<file path="src/rtl/cordic_rotate.sv">
// Iterative rotation-mode CORDIC: rotates (Xin, Yin) by a 32-bit binary angle,
// one micro-rotation per clock, CORDIC gain K ~= 1.64676 left in the result.
module cordic_rotate #(
    parameter int SZ   = 16,
    parameter int ITER = 16
) (
    input  logic          clk,
    input  logic          rst,
    input  logic          start,
    input  logic [SZ-1:0] Xin,
    input  logic [SZ-1:0] Yin,
    input  logic [31:0]   angle,
    output logic [SZ:0]   Xout,
    output logic [SZ:0]   Yout,
    output logic          busy,
    output logic          done
);

    localparam int            IW   = (ITER > 1) ? $clog2(ITER) : 1;
    localparam logic [IW-1:0] LAST = IW'(ITER - 1);

    typedef enum logic {IDLE, ROT} state_t;

    // round(atan(2^-i) * 2^32 / 2pi)
    function automatic logic [31:0] atan_lut(input logic [4:0] i);
        logic [31:0] r;
        case (i)
            5'd0:  r = 32'h20000000;
            5'd1:  r = 32'h12E4051E;
            5'd2:  r = 32'h09FB385B;
            5'd3:  r = 32'h051111D4;
            5'd4:  r = 32'h028B0D43;
            5'd5:  r = 32'h0145D7E1;
            5'd6:  r = 32'h00A2F61E;
            5'd7:  r = 32'h00517C55;
            5'd8:  r = 32'h0028BE53;
            5'd9:  r = 32'h00145F2F;
            5'd10: r = 32'h000A2F98;
            5'd11: r = 32'h000517CC;
            5'd12: r = 32'h00028BE6;
            5'd13: r = 32'h000145F3;
            5'd14: r = 32'h0000A2FA;
            5'd15: r = 32'h0000517D;
            5'd16: r = 32'h000028BE;
            5'd17: r = 32'h0000145F;
            5'd18: r = 32'h00000A30;
            5'd19: r = 32'h00000518;
            5'd20: r = 32'h0000028C;
            5'd21: r = 32'h00000146;
            5'd22: r = 32'h000000A3;
            5'd23: r = 32'h00000051;
            5'd24: r = 32'h00000029;
            5'd25: r = 32'h00000014;
            5'd26: r = 32'h0000000A;
            5'd27: r = 32'h00000005;
            5'd28: r = 32'h00000003;
            5'd29: r = 32'h00000001;
            5'd30: r = 32'h00000001;
            default: r = 32'h00000000;
        endcase
        return r;
    endfunction

    state_t               state_q, state_d;
    logic [IW-1:0]        iter_q, iter_d;
    logic signed [SZ:0]   x_q, x_d, y_q, y_d;
    logic [31:0]          z_q, z_d;
    logic [SZ:0]          xout_q, xout_d, yout_q, yout_d;
    logic                 done_q, done_d;

    logic signed [SZ:0]   xin_s, yin_s, x_sh, y_sh, x_n, y_n;
    logic [31:0]          z_n, atan_i;

    always_comb begin
        xin_s  = {Xin[SZ-1], Xin};
        yin_s  = {Yin[SZ-1], Yin};
        x_sh   = x_q >>> iter_q;
        y_sh   = y_q >>> iter_q;
        atan_i = atan_lut(5'(iter_q));

        // Drive z toward zero: positive residual rotates counter-clockwise.
        if (!z_q[31]) begin
            x_n = x_q - y_sh;
            y_n = y_q + x_sh;
            z_n = z_q - atan_i;
        end else begin
            x_n = x_q + y_sh;
            y_n = y_q - x_sh;
            z_n = z_q + atan_i;
        end
    end

    always_comb begin
        state_d = state_q;
        iter_d  = iter_q;
        x_d     = x_q;
        y_d     = y_q;
        z_d     = z_q;
        xout_d  = xout_q;
        yout_d  = yout_q;
        done_d  = 1'b0;

        case (state_q)
            IDLE: begin
                if (start) begin
                    // Fold quadrants 1/2 into [-90,+90] so the iterations converge.
                    case (angle[31:30])
                        2'b01: begin
                            x_d = -yin_s;
                            y_d = xin_s;
                            z_d = angle - 32'h40000000;
                        end
                        2'b10: begin
                            x_d = yin_s;
                            y_d = -xin_s;
                            z_d = angle + 32'h40000000;
                        end
                        default: begin
                            x_d = xin_s;
                            y_d = yin_s;
                            z_d = angle;
                        end
                    endcase
                    iter_d  = '0;
                    state_d = ROT;
                end
            end
            ROT: begin
                x_d = x_n;
                y_d = y_n;
                z_d = z_n;
                if (iter_q == LAST) begin
                    xout_d  = x_n;
                    yout_d  = y_n;
                    done_d  = 1'b1;
                    iter_d  = '0;
                    state_d = IDLE;
                end else begin
                    iter_d = iter_q + 1'b1;
                end
            end
            default: state_d = IDLE;
        endcase
    end

    always_ff @(posedge clk) begin
        if (rst) begin
            state_q <= IDLE;
            iter_q  <= '0;
            x_q     <= '0;
            y_q     <= '0;
            z_q     <= '0;
            xout_q  <= '0;
            yout_q  <= '0;
            done_q  <= 1'b0;
        end else begin
            state_q <= state_d;
            iter_q  <= iter_d;
            x_q     <= x_d;
            y_q     <= y_d;
            z_q     <= z_d;
            xout_q  <= xout_d;
            yout_q  <= yout_d;
            done_q  <= done_d;
        end
    end

    assign busy = (state_q == ROT);
    assign done = done_q;
    assign Xout = xout_q;
    assign Yout = yout_q;

endmodule
</file>
<file path="config.mk">
export PLATFORM = sky130hd
export DESIGN_NAME = cordic_rotate
export DESIGN_NICKNAME = d
export VERILOG_FILES = /design/src/rtl/cordic_rotate.sv
export SDC_FILE = /design/constraint.sdc
export NUM_CORES = 1
export LEC_CHECK = 0
export BUFFER_PORTS_ARGS = -buffer_cell sky130_fd_sc_hd__buf_2
export CAP_MARGIN = 20
export CORE_MARGIN = 1
export CORE_UTILIZATION = 48
export CTS_CLUSTER_DIAMETER = 150
export DETAILED_ROUTE_END_ITERATION = 7
export PLACE_DENSITY = 0.69
export REMOVE_ABC_BUFFERS = 1
export SYNTH_ARGS = -nofsm -noshare
export SYNTH_HDL_FRONTEND = slang
export SYNTH_SLANG_ARGS = --single-unit
</file>
<file path="constraint.sdc">
create_clock -name clk -period 4.15 [get_ports clk]
set_input_delay 0.2075 -clock clk [delete_from_list [all_inputs] [get_ports clk]]
set_output_delay 0.2075 -clock clk [all_outputs]
set_load 0.01 [all_outputs]
</file>
* Word-level counts from Yosys, hierarchy flattened
Memory sizes are Yosys's and may differ from the RTL's. A register that Yosys moved wholly into a read port is not among the register bits.
Cells that the tools add are included.
** Operators by class
- Reduce and logical (&&, ||, !) cells :: 2
- Shifts and indexed selects :: 2
- Add/subtract/negate cells :: 11
- Bitwise operators :: 1
- Multiplexer cells :: 21
- Equal/unequal tests :: 4
** Operators by type and width (number)
- one-hot mux 17 bit (2 select lines) :: 4
- one-hot mux 32 bit (2 select lines) :: 2
- two-way mux 17 bit :: 4
- two-way mux 32 bit :: 2
- adder 17 bit :: 2
- negator 16 -> 17 bit :: 2
- >>> shifter 17 x 4 -> 17 bit :: 2
- subtractor 17 bit :: 2
- adder 32 x 31 -> 32 bit (second input constant) :: 1
- adder 32 bit :: 1
- subtractor 32 x 31 -> 32 bit (second input constant) :: 1
- subtractor 32 bit :: 1
- two-way mux 4 bit :: 4
- one-hot mux 4 bit (2 select lines) :: 1
- adder 4 x 1 -> 4 bit (second input constant) :: 1
- equality test 4 bit (second input constant) :: 1
- two-way mux 1 bit :: 3
- equality test 2 x 1 -> 1 bit (second input constant) :: 1
- equality test 2 bit (second input constant) :: 1
- inequality test 2 bit (second input constant) :: 1
- one-hot mux 1 bit (2 select lines) :: 1
- AND reduction 2 bit :: 1
- OR reduction 2 bit :: 1
- inverter 1 bit :: 1
** Storage, ports and cells
- Memories kept :: 1
- Output and inout port bits :: 36
- ROM bits :: 480
- Bits in registers :: 106
** Memory list
- (name not given) :: words 16, width 30, rd ports 1, clocked after memory_dff 1, wr ports 0, line 27 : case (i)

* Depth between registers and ports, before layout
Gate-level depths: netlist of the first run.
- Depth after elaboration :: 5
- Depth in mapped cells :: 23
- Depth with buffers taken out :: 21

* Least setup slack after synthesis of the first run
No wires, ideal clock.
- Path kind :: reg-to-reg
- From :: reg iter_q[0]
- To :: reg y_q[16]
- Cell stages (with the launch flop) :: 24
- Slack :: -0.379 ns
- Buffers on the path :: 3
- Required time :: 4.055 ns
- Period minus slack after synthesis :: 4.529 ns
- Arrival :: 4.434 ns
- Cells stage by stage :: dfxtp_1 -> buf_6 -> buf_12 -> buf_4 -> mux4_2 -> nand2_1 -> a21oi_1 -> a21oi_1 -> ha_1 -> nand2_1 -> o22ai_2 -> and3_1 -> and3_1 -> a21oi_1 -> xnor2_1 -> ha_1 -> and3_1 -> nand3_1 -> nand2_1 -> a41o_1 -> o41ai_1 -> o21a_1 -> xor2_1 -> a221oi_1
** Between the ends
- Word-level cells in the longest chain between the ends :: 4
- Elaborated cells on any way between the ends :: 5
** Ends and longest elaborated chain
- from (decl) :: line 65 : logic [IW-1:0] iter_q, iter_d;
- from (signal assigned) :: line 158 : iter_q <= iter_d;
- >>> shifter 17 x 4 -> 17 bit * :: line 77 : x_sh = x_q >>> iter_q;
- adder 17 bit / subtractor 17 bit (equally long branches) :: line 84, 88
- two-way mux 17 bit * :: line 82 : if (!z_q[31]) begin
- one-hot mux 17 bit (2 select lines) * :: line 103 : case (state_q)
- to (signal assigned) :: line 160 : y_q <= y_d;
- to (decl) :: line 66 : logic signed [SZ:0] x_q, x_d, y_q, y_d;
Mark *: on every way between the ends. The rest lies on a longest branch, timed or not.
A chain may end at the register's enable or synchronous reset.

* Worst setup path after layout of the first run
- From :: reg iter_q[0]
- To :: reg x_q[12]
** Between the ends
- Word-level cells in the longest chain between the ends :: 4
- Elaborated cells on any way between the ends :: 5
** Ends and longest elaborated chain
- >>> shifter 17 x 4 -> 17 bit * :: line 78 : y_sh = y_q >>> iter_q;
- subtractor 17 bit / adder 17 bit (equally long branches) :: line 83, 87
- two-way mux 17 bit * :: line 82
- one-hot mux 17 bit (2 select lines) * :: line 103
- to (signal assigned) :: line 150 : x_q <= '0;
- to (signal assigned) :: line 159 : x_q <= x_d;
- to (decl) :: line 66
Marked as above.

==> results.toml, run 1 <==
[run_status]
status = "complete, but fails checks"
violations = "negative setup slack"

[worst_hold_path]
hold_path_class = "input pin to register"
worstHoldEndpoint = "z_q[0]"
hp-start = "angle[0]"
holdPathStages = 5

[routing]
drt-initial-drc-count = 1176
firstDrtPassIters = 6
dr_total_vias = 13500
wl_per_cell_um = 18.8
drc = 0
routed_wl_um = 42000
ant_nets = 0
vias_per_cell = 6.03

[grt]
grt_usage = 0.307
first_global_vias = 12900
grt_pass1_wl_um = 65300
antenna_found_initial = 0
overflow = 0
grt_max_degree = 80

[floorplanning]
pin_count = 103
start_util = 0.494
dieArea_um2 = 26800
coreArea_um2 = 25400
die_height_um = 164
die_w_um = 164
num_rows = 58

[clock_network]
cts_buffers = 17
cts_max_level = 4
cts_sinks = 136
worstSkewPairLatency_ns = 0.44
cts_root_buffer = "clkbuf_16"
cts_hold_buffers = 0
cts_tree = "done"
clockBufferDepth = 2
path_clk_slew_ns = 0.07

[flow_run]
drv_cap = 0

[synthesis]
syn_inst = 1616
synth_top_area_cell = "dfxtp_1"
yosysWarnings = 0
synth_edf_count = 0
ys.flop_type = "dfxtp_1"
synth.avg_cell_area_um2 = 7.77
synth_top_area_share = 0.217
synthTopCellsByArea = "dfxtp_1 (22%), ha_1 (7.9%), a21oi_1 (7.1%)"
async_flop_share = 0
synth-seq-cells = 136
synth_area_um2 = 12600
seq_area_frac_synth = 0.217
synth_cell_types = 83

[timing]
finalSetupViolations = 28
final.setup.worst_slack_ns = -0.296
finalHoldViolCount = 0
finalClockSkew_ns = 0.0158
rsz0062_at_grt = "true"
report.final.slew_viol_count = 0
worst_slew_pin_slew_ns = 0.891
fin_crit_sh = 1.07
timing.fmax_mhz = 225
period_needed_ns = 4.45
slew_headroom = 0.406

[final_layout]
final_common_cell = "buf_4"
post-route-util = 0.648
synthToLayoutAreaGrowth_pct = 31.1
layout.nets = 2042
antenna_cells = 0
drive_gt1_frac = 0.300
mostFrequentLayoutCells = "buf_4 (239), a21oi_1 (153), nor2_1 (151)"

[pwr]
p_per_area_nw_per_um2 = 657
finalPower_mw = 10.8
p_leak_nw = 7.13
peakVddDrop_v = 0.000363

[setup_path]
path_class = "register to register"
crit_arrival_ns = 4.79
cpPeakStageDelay_ns = 0.50
reg2reg_from = "iter_q[0]"
crit_path_end_kind = "register"
crit_fanout = 5
crit_buf_inv = 8
path_cells = "buf_6, buf_12, buf_4, mux2i_1, buf_4, mux4_2, a32oi_2, nor3b_2, buf_4, a31oi_4, xor2_1, ha_1, o21ai_4, buf_4, a21oi_2, o311ai_2, buf_4, nand2_2, a21o_1, xnor2_2, buf_4, a221oi_2"
crit_required_ns = 4.50
ff2ff_setup_slack_ns = -0.30
r2r_cells = 22
crit_path_top_delay_cell = "mux4_2"
cp_common_cell = "buf_4"
worst_r2r_endpoint = "x_q[12]"
critPathLaunchType = "register"
critPathTopFamily = "compound AO/OA/AOI/OAI gates"

[placed_design]
port_buffers = 102
gp_congestion = 0.981
post-dp-hpwl_um = 29700
-- what timing repair did --
action,4_1_cts,5_1_grt
buffers inserted,24,17
resized for setup,82,90
pin swaps,45,52
gates cloned,1,0
endpoints found under the setup margin,39,49
-- cells in the mapped netlist (11+ instances only) --
library cell,n
xnor2_1,51
o211ai_1,13
nand2_1,154
mux2i_1,46
and3_1,12
o21a_1,14
a21oi_1,179
nor3_1,44
nand2b_1,16
nor2_1,160
buf_2,12
xor2_1,75
mux2_2,11
buf_1,12
inv_1,45
ha_1,79
a21o_1,27
a211oi_1,78
o21ai_0,77
dfxtp_1,136
nand3_1,29
a31oi_1,16
nor2b_1,35
nor4_1,11
mux4_2,32
a221oi_1,14
clkbuf_1,72
-- where the power goes --
part	total [mW]	switching, mW	internal (mW)
clock network	1.59	0.691	0.901
logic	7.52	3.82	3.69
registers	1.70	0.227	1.48
-- routing by layer --
metal  GRT usage  routed length [um]  vias up
li1            -                   -     6464
met1       0.376               17300     6423
met2       0.529               20400      473
met3      0.0374                2320      122
met4       0.149                2030        0
met5           0                   0        -
-- worst max-delay path by stage --
stage          startpoint       end  depth (start not counted)
4_1_cts         iter_q[0]   y_q[16]                         20
2_1_floorplan   iter_q[0]   y_q[16]                         19
3_5_place_dp    iter_q[0]   x_q[16]                         20
6_report        iter_q[0]   x_q[12]                         22
5_1_grt         iter_q[0]   x_q[12]                         22
3_3_place_gp    iter_q[0]  Xout[16]                         21
-- cells by family after synthesis --
kind of cell,count (synthesis),share of synthesized area
compound gates,509,0.259
xor+xnor,126,0.0879
fa+ha+maj,82,0.0835
buf+inv,149,0.0491
flops,136,0.217
mux,95,0.110
simple gates,519,0.194
-- through the flow --
step,setup TNS (ns),cell area [um2],setup WS (ns),hold WS [ns],std cells
floorplan,-66.38,12100,-1.79,0.277,1515
global placement,-9.31,14700,-0.713,0.438,2164
detailed placement,-11.54,14700,-0.768,0.443,2164
CTS,-2.39,15900,-0.247,0.126,2221
global route,-9.87,16500,-0.447,0.154,2236
finish,-4.52,16500,-0.296,0.130,2236
-- sequential cells by signal (all words and copies together), names as in the netlist --
name / count
Yout: 17
x_q: 17
Xout: 17
z_q: 32
atan_i: 30
y_q: 17
iter_q: 4
done: 1
busy: 1
-- area by class of cell --
type                    instances  area (um2)
repair buffers                359        2580
inverters                      48         183
fillers                      2205        8950
flip-flops and latches        136        2730
well taps                     330         413
multi-input cells            1331        9950
clock inverters                14         161
clock buffers                  18         429
-- worst reg2reg max path, cell delays in order (launching register included) --
cell      delay [ns]
dfxtp_4         0.37
buf_6           0.13
buf_12          0.13
buf_4           0.15
mux2i_1         0.13
buf_4           0.16
mux4_2          0.50
a32oi_2         0.29
nor3b_2         0.07
buf_4           0.16
a31oi_4         0.18
xor2_1          0.18
ha_1            0.30
o21ai_4         0.19
buf_4           0.16
a21oi_2         0.04
o311ai_2        0.28
buf_4           0.18
nand2_2         0.04
a21o_1          0.21
xnor2_2         0.15
buf_4           0.14
a221oi_2        0.21
Power figures use the tool's default switching activity.
==> run 2: changes to the inputs <==
==> config.mk (replaced) <==
export PLATFORM = sky130hd
export DESIGN_NAME = cordic_rotate
export DESIGN_NICKNAME = d
export VERILOG_FILES = /design/src/rtl/cordic_rotate.sv
export SDC_FILE = /design/constraint.sdc
export NUM_CORES = 1
export LEC_CHECK = 0
export ABC_CLOCK_PERIOD_IN_PS = 4150
export BUFFER_PORTS_ARGS = -buffer_cell sky130_fd_sc_hd__buf_2
export CAP_MARGIN = 20
export CELL_PAD_IN_SITES_DETAIL_PLACEMENT = 0
export CELL_PAD_IN_SITES_GLOBAL_PLACEMENT = 2
export CORE_MARGIN = 1
export CORE_UTILIZATION = 33
export CTS_CLUSTER_DIAMETER = 150
export DETAILED_ROUTE_END_ITERATION = 7
export PLACE_DENSITY_LB_ADDON = 0.1
export SYNTH_ARGS = -nofsm -noshare
export SYNTH_HDL_FRONTEND = slang
export SYNTH_SLANG_ARGS = --single-unit
==> run 2 against run 1 <==
Against the previous run:
- the flow still finishes with violations (negative setup slack)
- highest routed layer unchanged
- global-route usage shrank 5.6 points
- clock power grew 8%
- routed wire length grew 15%
- die area grew 45%
- cell count grew 7.8%
- sequential share of layout area shrank 0.11 points
- power grew 4.3%
- hold slack lost 0.0014 ns
- design area grew 0.71%
==> results.toml, run 2 (synthesized netlist as in run 1, its figures left out) <==
[run_status]
status = "complete, but fails checks"
violations = "negative setup slack"

[placed_design]
dp_slack_ns = -0.419
post-dp-hpwl_um = 37400
gp_congestion = 0.872
port_buffers = 102

[grt]
first_global_vias = 12900
grt_max_degree = 64
grt_pass1_wl_um = 74700
overflow = 0
grt_usage = 0.251
antenna_found_initial = 0

[setup_path]
crit_required_ns = 4.54
critPathLaunchType = "register"
crit_buf_inv = 2
crit_path_end_kind = "register"
path_class = "register to register"
crit_path_top_delay_cell = "mux4_2"
crit_arrival_ns = 4.87
cpPeakStageDelay_ns = 0.54
cp_common_cell = "and3_4"
critPathTopFamily = "simple AND/OR/NAND/NOR gates"
reg2reg_from = "iter_q[0]"
crit_fanout = 6
worst_r2r_endpoint = "Yout[16]"
critPathLaunch = "iter_q[0]"
r2r_cells = 21
ff2ff_setup_slack_ns = -0.33
path_cells = "buf_12, mux2_4, mux4_2, a21oi_2, ha_2, nand2_2, o22ai_4, and3_4, and3_4, a21oi_2, xnor2_1, ha_1, and3_4, nand3_2, nand2_1, a41o_1, o41ai_4, o21a_1, buf_4, or4_4, nand3_2"

[routing]
firstDrtPassIters = 5
ant_nets = 0
vias_per_cell = 5.41
wl_per_cell_um = 20.1
drc = 0
drt-initial-drc-count = 655
routed_wl_um = 48400
dr_total_vias = 13000

[final_layout]
drive_gt1_frac = 0.291
top_register = "z_q"
num-fill-cells = 3873
mostFrequentLayoutCells = "buf_4 (240), nor2_1 (157), a21oi_1 (155)"
layout.nets = 2037
largest_register_ffs = 32
synthToLayoutAreaGrowth_pct = 32.0
antenna_cells = 0
multi_input_comb_area_um2 = 9850
final_common_cell = "buf_4"
seqCellArea_um2 = 2730
post-route-util = 0.441

[timing]
finalSetupViolations = 28
timing.fmax_mhz = 223
finalClockSkew_ns = 0.0145
report.final.slew_viol_count = 0
rsz0062_at_grt = "true"
finalHoldViolCount = 0
fin_crit_sh = 1.08
final.setup.worst_slack_ns = -0.333
period_needed_ns = 4.48
worst_slew_pin_slew_ns = 0.934
slew_headroom = 0.371

[clock_network]
cts_tree = "done"
cts_hold_buffers = 0
cts_buffers = 17
cts_sinks = 136
cts_max_level = 4
cts_root_buffer = "clkbuf_16"
path_clk_slew_ns = 0.06
clockBufferDepth = 2
worstSkewPairLatency_ns = 0.45

[floorplanning]
die_w_um = 197
die_height_um = 197
num_rows = 71
dieArea_um2 = 38800
pin_count = 103
start_util = 0.334
coreArea_um2 = 37600

[synthesis]
syn-num-nets = 1765

[worst_hold_path]
worstHoldEndpoint = "z_q[5]"
hold_path_class = "input pin to register"
holdPathStages = 5
hp-start = "angle[5]"

[pwr]
peakVddDrop_v = 0.000368
p_per_area_nw_per_um2 = 680
p_leak_nw = 7.14

[flow_run]
drv_cap = 0
[run 2: what timing repair did]
action	in CTS	in global routing
gates cloned	2	0
pin swaps	45	30
setup buffers	13	15
resized for setup	71	57
setup endpoints to repair	38	49
[run 2: layer usage]
layer	vias up	GRT usage	share of wire
met3	56	0.0254	0.022
li1	6450	-	-
met4	0	0.0749	0.026
met1	6300	0.297	0.43
met5	-	0	0
met2	242	0.473	0.52
[run 2: final cells by class]
class,count,share of cell area
Multi-Input combinational cell,1331,0.594
Sequential cell,136,0.165
Timing Repair Buffer,354,0.153
Tap cell,511,0.0386
Clock buffer,21,0.0278
Inverter,48,0.0109
Clock inverter,10,0.0101
[run 2: worst max-delay path by stage]
stage	end	cells past startpoint
2_1_floorplan	y_q[16]	23
3_3_place_gp	x_q[12]	21
3_5_place_dp	y_q[16]	20
4_1_cts	y_q[16]	20
5_1_grt	Yout[14]	21
6_report	Yout[16]	21
[run 2: per-stage QoR]
step	TNS (ns)	instance area [um2]	total power [mW]	hold slack (ns)	instances
4_1_cts	-3.73	16200	10.8	0.108	2396
3_3_place_gp	-5.90	15100	8.51	0.439	2353
6_report	-4.63	16600	11.3	0.128	2411
3_5_place_dp	-7.28	15100	8.51	0.445	2353
2_1_floorplan	-0.330	12600	5.44	0.420	1616
5_1_grt	-11.85	16600	12.0	0.133	2411
[run 2: where the power goes]
| part | switching, mW | internal (mW) | total, mW |
|---|---|---|---|
| clock | 0.677 | 1.04 | 1.72 |
| sequential | 0.203 | 1.48 | 1.68 |
| combinational | 4.08 | 3.79 | 7.88 |
| total | 4.96 | 6.31 | 11.3 |
[run 2: worst register-to-register path: stages, from the launching register on]
cell,delay [ns]
dfxtp_4,0.37
buf_12,0.12
mux2_4,0.31
mux4_2,0.54
a21oi_2,0.18
ha_2,0.22
nand2_2,0.07
o22ai_4,0.19
and3_4,0.21
and3_4,0.18
a21oi_2,0.05
xnor2_1,0.13
ha_1,0.34
and3_4,0.21
nand3_2,0.07
nand2_1,0.07
a41o_1,0.18
o41ai_4,0.11
o21a_1,0.20
buf_4,0.14
or4_4,0.47
nand3_2,0.07
==> run 3: changes to the inputs <==
==> config.mk (replaced) <==
export PLATFORM = sky130hd
export DESIGN_NAME = cordic_rotate
export DESIGN_NICKNAME = d
export VERILOG_FILES = /design/src/rtl/cordic_rotate.sv
export SDC_FILE = /design/constraint.sdc
export NUM_CORES = 1
export LEC_CHECK = 0
export ABC_CLOCK_PERIOD_IN_PS = 5100
export BUFFER_PORTS_ARGS = -buffer_cell sky130_fd_sc_hd__buf_2
export CAP_MARGIN = 20
export CELL_PAD_IN_SITES_DETAIL_PLACEMENT = 1
export CELL_PAD_IN_SITES_GLOBAL_PLACEMENT = 1
export CORE_MARGIN = 1
export CORE_UTILIZATION = 46
export CTS_CLUSTER_DIAMETER = 150
export DETAILED_ROUTE_END_ITERATION = 7
export PLACE_DENSITY_LB_ADDON = 0.1
export SETUP_SLACK_MARGIN = 0.05
export SYNTH_ARGS = -nofsm -noshare
export SYNTH_HDL_FRONTEND = slang
export SYNTH_SLANG_ARGS = --single-unit
==> constraint.sdc (replaced) <==
create_clock -name clk -period 5.1 [get_ports clk]
set_input_delay 0.255 -clock clk [delete_from_list [all_inputs] [get_ports clk]]
set_output_delay 0.255 -clock clk [all_outputs]
set_load 0.01 [all_outputs]
==> run 3 against run 2 <==
Against the previous run:
- the flow now finishes without violations
- via count fell by 2.6%
- design area fell by 15%
- power is 35% lower
- cell count decreased by 15%
- utilization up 8.5 points
==> results.toml, run 3 (synthesized netlist as in run 1, its figures left out) <==
[routing]
routed_wl_um = 45700
wl_per_cell_um = 22.4
ant_nets = 0
drc = 0
dr_total_vias = 12700
firstDrtPassIters = 5
vias_per_cell = 6.23
drt-initial-drc-count = 888

[clock_network]
cts_root_buffer = "clkbuf_16"
clockBufferDepth = 2
worstSkewPairLatency_ns = 0.45
cts_buffers = 17
path_clk_slew_ns = 0.07
cts_sinks = 136
cts_max_level = 4
postCtsSetupBuffers = 0
cts_tree = "done"

[timing]
final.setup.worst_slack_ns = 0.211
report.final.slew_viol_count = 0
rsz0062_at_grt = "true"
worst_slew_pin_slew_ns = 0.974
finalHoldViolCount = 0
period_needed_ns = 4.89
fin_crit_sh = 0.959
finalClockSkew_ns = 0.0229
timing.fmax_mhz = 205
slew_headroom = 0.351
finalSetupViolations = 0

[pwr]
peakVddDrop_v = 0.000245
p_leak_nw = 5.98
p_sw_mw = 3.50
p_int_mw = 3.78
seqPwrFrac = 0.198
p_sw_frac = 0.481
pwr-share-comb = 0.609
p_per_area_nw_per_um2 = 515
finalPower_mw = 7.28
clockPowerShare = 0.193

[placed_design]
place_area_um2 = 13500
dp_slack_ns = -0.169
port_buffers = 102
dp_cells = 2008
post-dp-hpwl_um = 34600
gp_congestion = 0.960

[grt]
grt_pass1_wl_um = 72000
grt_usage = 0.329
grt_max_degree = 72
first_global_vias = 12900
overflow = 0
antenna_found_initial = 0

[setup_path]
cpPeakStageDelay_ns = 0.51
crit_required_ns = 5.43
crit_path_end_kind = "register"
crit_fanout = 22
crit_path_top_delay_cell = "mux4_2"
crit_buf_inv = 2
critPathLaunchType = "register"
crit_arrival_ns = 5.22
path_class = "register to register"
critPathTopFamily = "compound AO/OA/AOI/OAI gates"
path_cells = "buf_12, mux4_2, mux2_2, nand2_1, o21ai_1, inv_1, ha_1, nand2_1, o22ai_2, and3_1, and3_1, a21oi_1, xnor2_1, ha_1, and3_2, nand3_1, nand2_1, a41o_1, o41ai_4, o21a_1, xor2_1, a221oi_1"
cp_common_cell = "nand2_1"

[flow_run]
drv_cap = 0

[floorplanning]
die_w_um = 167
die_height_um = 167
dieArea_um2 = 27900
coreArea_um2 = 26900
pin_count = 103
start_util = 0.467
num_rows = 60

[final_layout]
layout.nets = 1835
drive_gt1_frac = 0.157
post-route-util = 0.526
mostFrequentLayoutCells = "a21oi_1 (176), nor2_1 (160), nand2_1 (154)"
layout.cells.non_filler = 2040
final_common_cell = "a21oi_1"
antenna_cells = 0
largest_register_ffs = 32
stdcell_area_um2 = 14100
num-fill-cells = 3400
top_register = "z_q"
synthToLayoutAreaGrowth_pct = 12.7

[synthesis]
syn-num-nets = 1765

[worst_hold_path]
hold_path_class = "input pin to register"

[run_status]
status = "complete, no violations"
[run 3: cell count changes in the layout (fill, tap and decap cells not counted), moves of 7 or more]
cell / delta
a21oi_1: +21
a21oi_2: -17
a221oi_1: +7
buf_4: -189
buf_6: -7
nand2_1: +8
nand2_2: -7
o21ai_0: +7
[run 3: worst reg2reg max path: cells and delay by family, from the launching register on]
| kind | cells | cell delay (ns) |
|---|---|---|
| buffers and inverters | 2 | 0.35 |
| AO/OA/AOI/OAI | 7 | 1.43 |
| XOR/XNOR | 2 | 0.22 |
| flip-flops | 1 | 0.46 |
| multiplexers | 2 | 0.81 |
| AND/OR/NAND/NOR | 7 | 0.97 |
| adder cells (fa/ha/maj) | 2 | 0.53 |
[run 3: path summary, 6_finish.rpt]
check | startpoint | slack [ns] | end | depth (start not counted)
worst min register to register | Xout[0] | 0.45 | Xout[0] | 2
worst max-delay path | iter_q[0] | 0.21 | y_q[16] | 22
worst max register to register | iter_q[0] | 0.21 | y_q[16] | 22
worst min-delay path | angle[14] | 0.19 | z_q[14] | 5
[run 3: timing repair]
action,4_1_cts,5_1_grt
gates resized for setup,3,10
cloned,0,0
pin swaps,0,1
endpoints found under the setup margin,7,14
hold buffers,0,0
[run 3: metrics by stage]
step | setup TNS [ns] | hold slack [ns]
global placement | -0.00657 | 0.439
finish | 0 | 0.189
detailed placement | -0.348 | 0.446
global route | -0.0240 | 0.195
floorplan | 0 | 0.467
CTS | 0 | 0.183
[run 3: layout make-up]
cell class / instances / area [um2] / area share
Clock buffer: 18 / 439 / 0.0311
Clock inverter: 14 / 186 / 0.0132
Inverter: 48 / 180 / 0.0127
Multi-Input combinational cell: 1331 / 9270 / 0.656
Sequential cell: 136 / 2730 / 0.193
Tap cell: 341 / 427 / 0.0302
Timing Repair Buffer: 152 / 903 / 0.0639
[run 3: layer usage]
layer  global-route usage  vias to the layer above  share of wire
met5                    0                        -              0
met4                0.118                        0          0.032
met3               0.0418                       85          0.037
met2                0.615                      296           0.52
met1                0.382                     6285           0.41
li1                     -                     6039              -
[run 3: power by group through the flow]
stage	clock network, mW	logic [mW]	registers (mW)
after floorplan	0	3.06	1.33
after global placement	0	4.19	1.45
after detailed placement	0	4.28	1.45
after CTS	1.42	4.35	1.43
after global routing	1.46	4.81	1.45
final	1.41	4.43	1.44
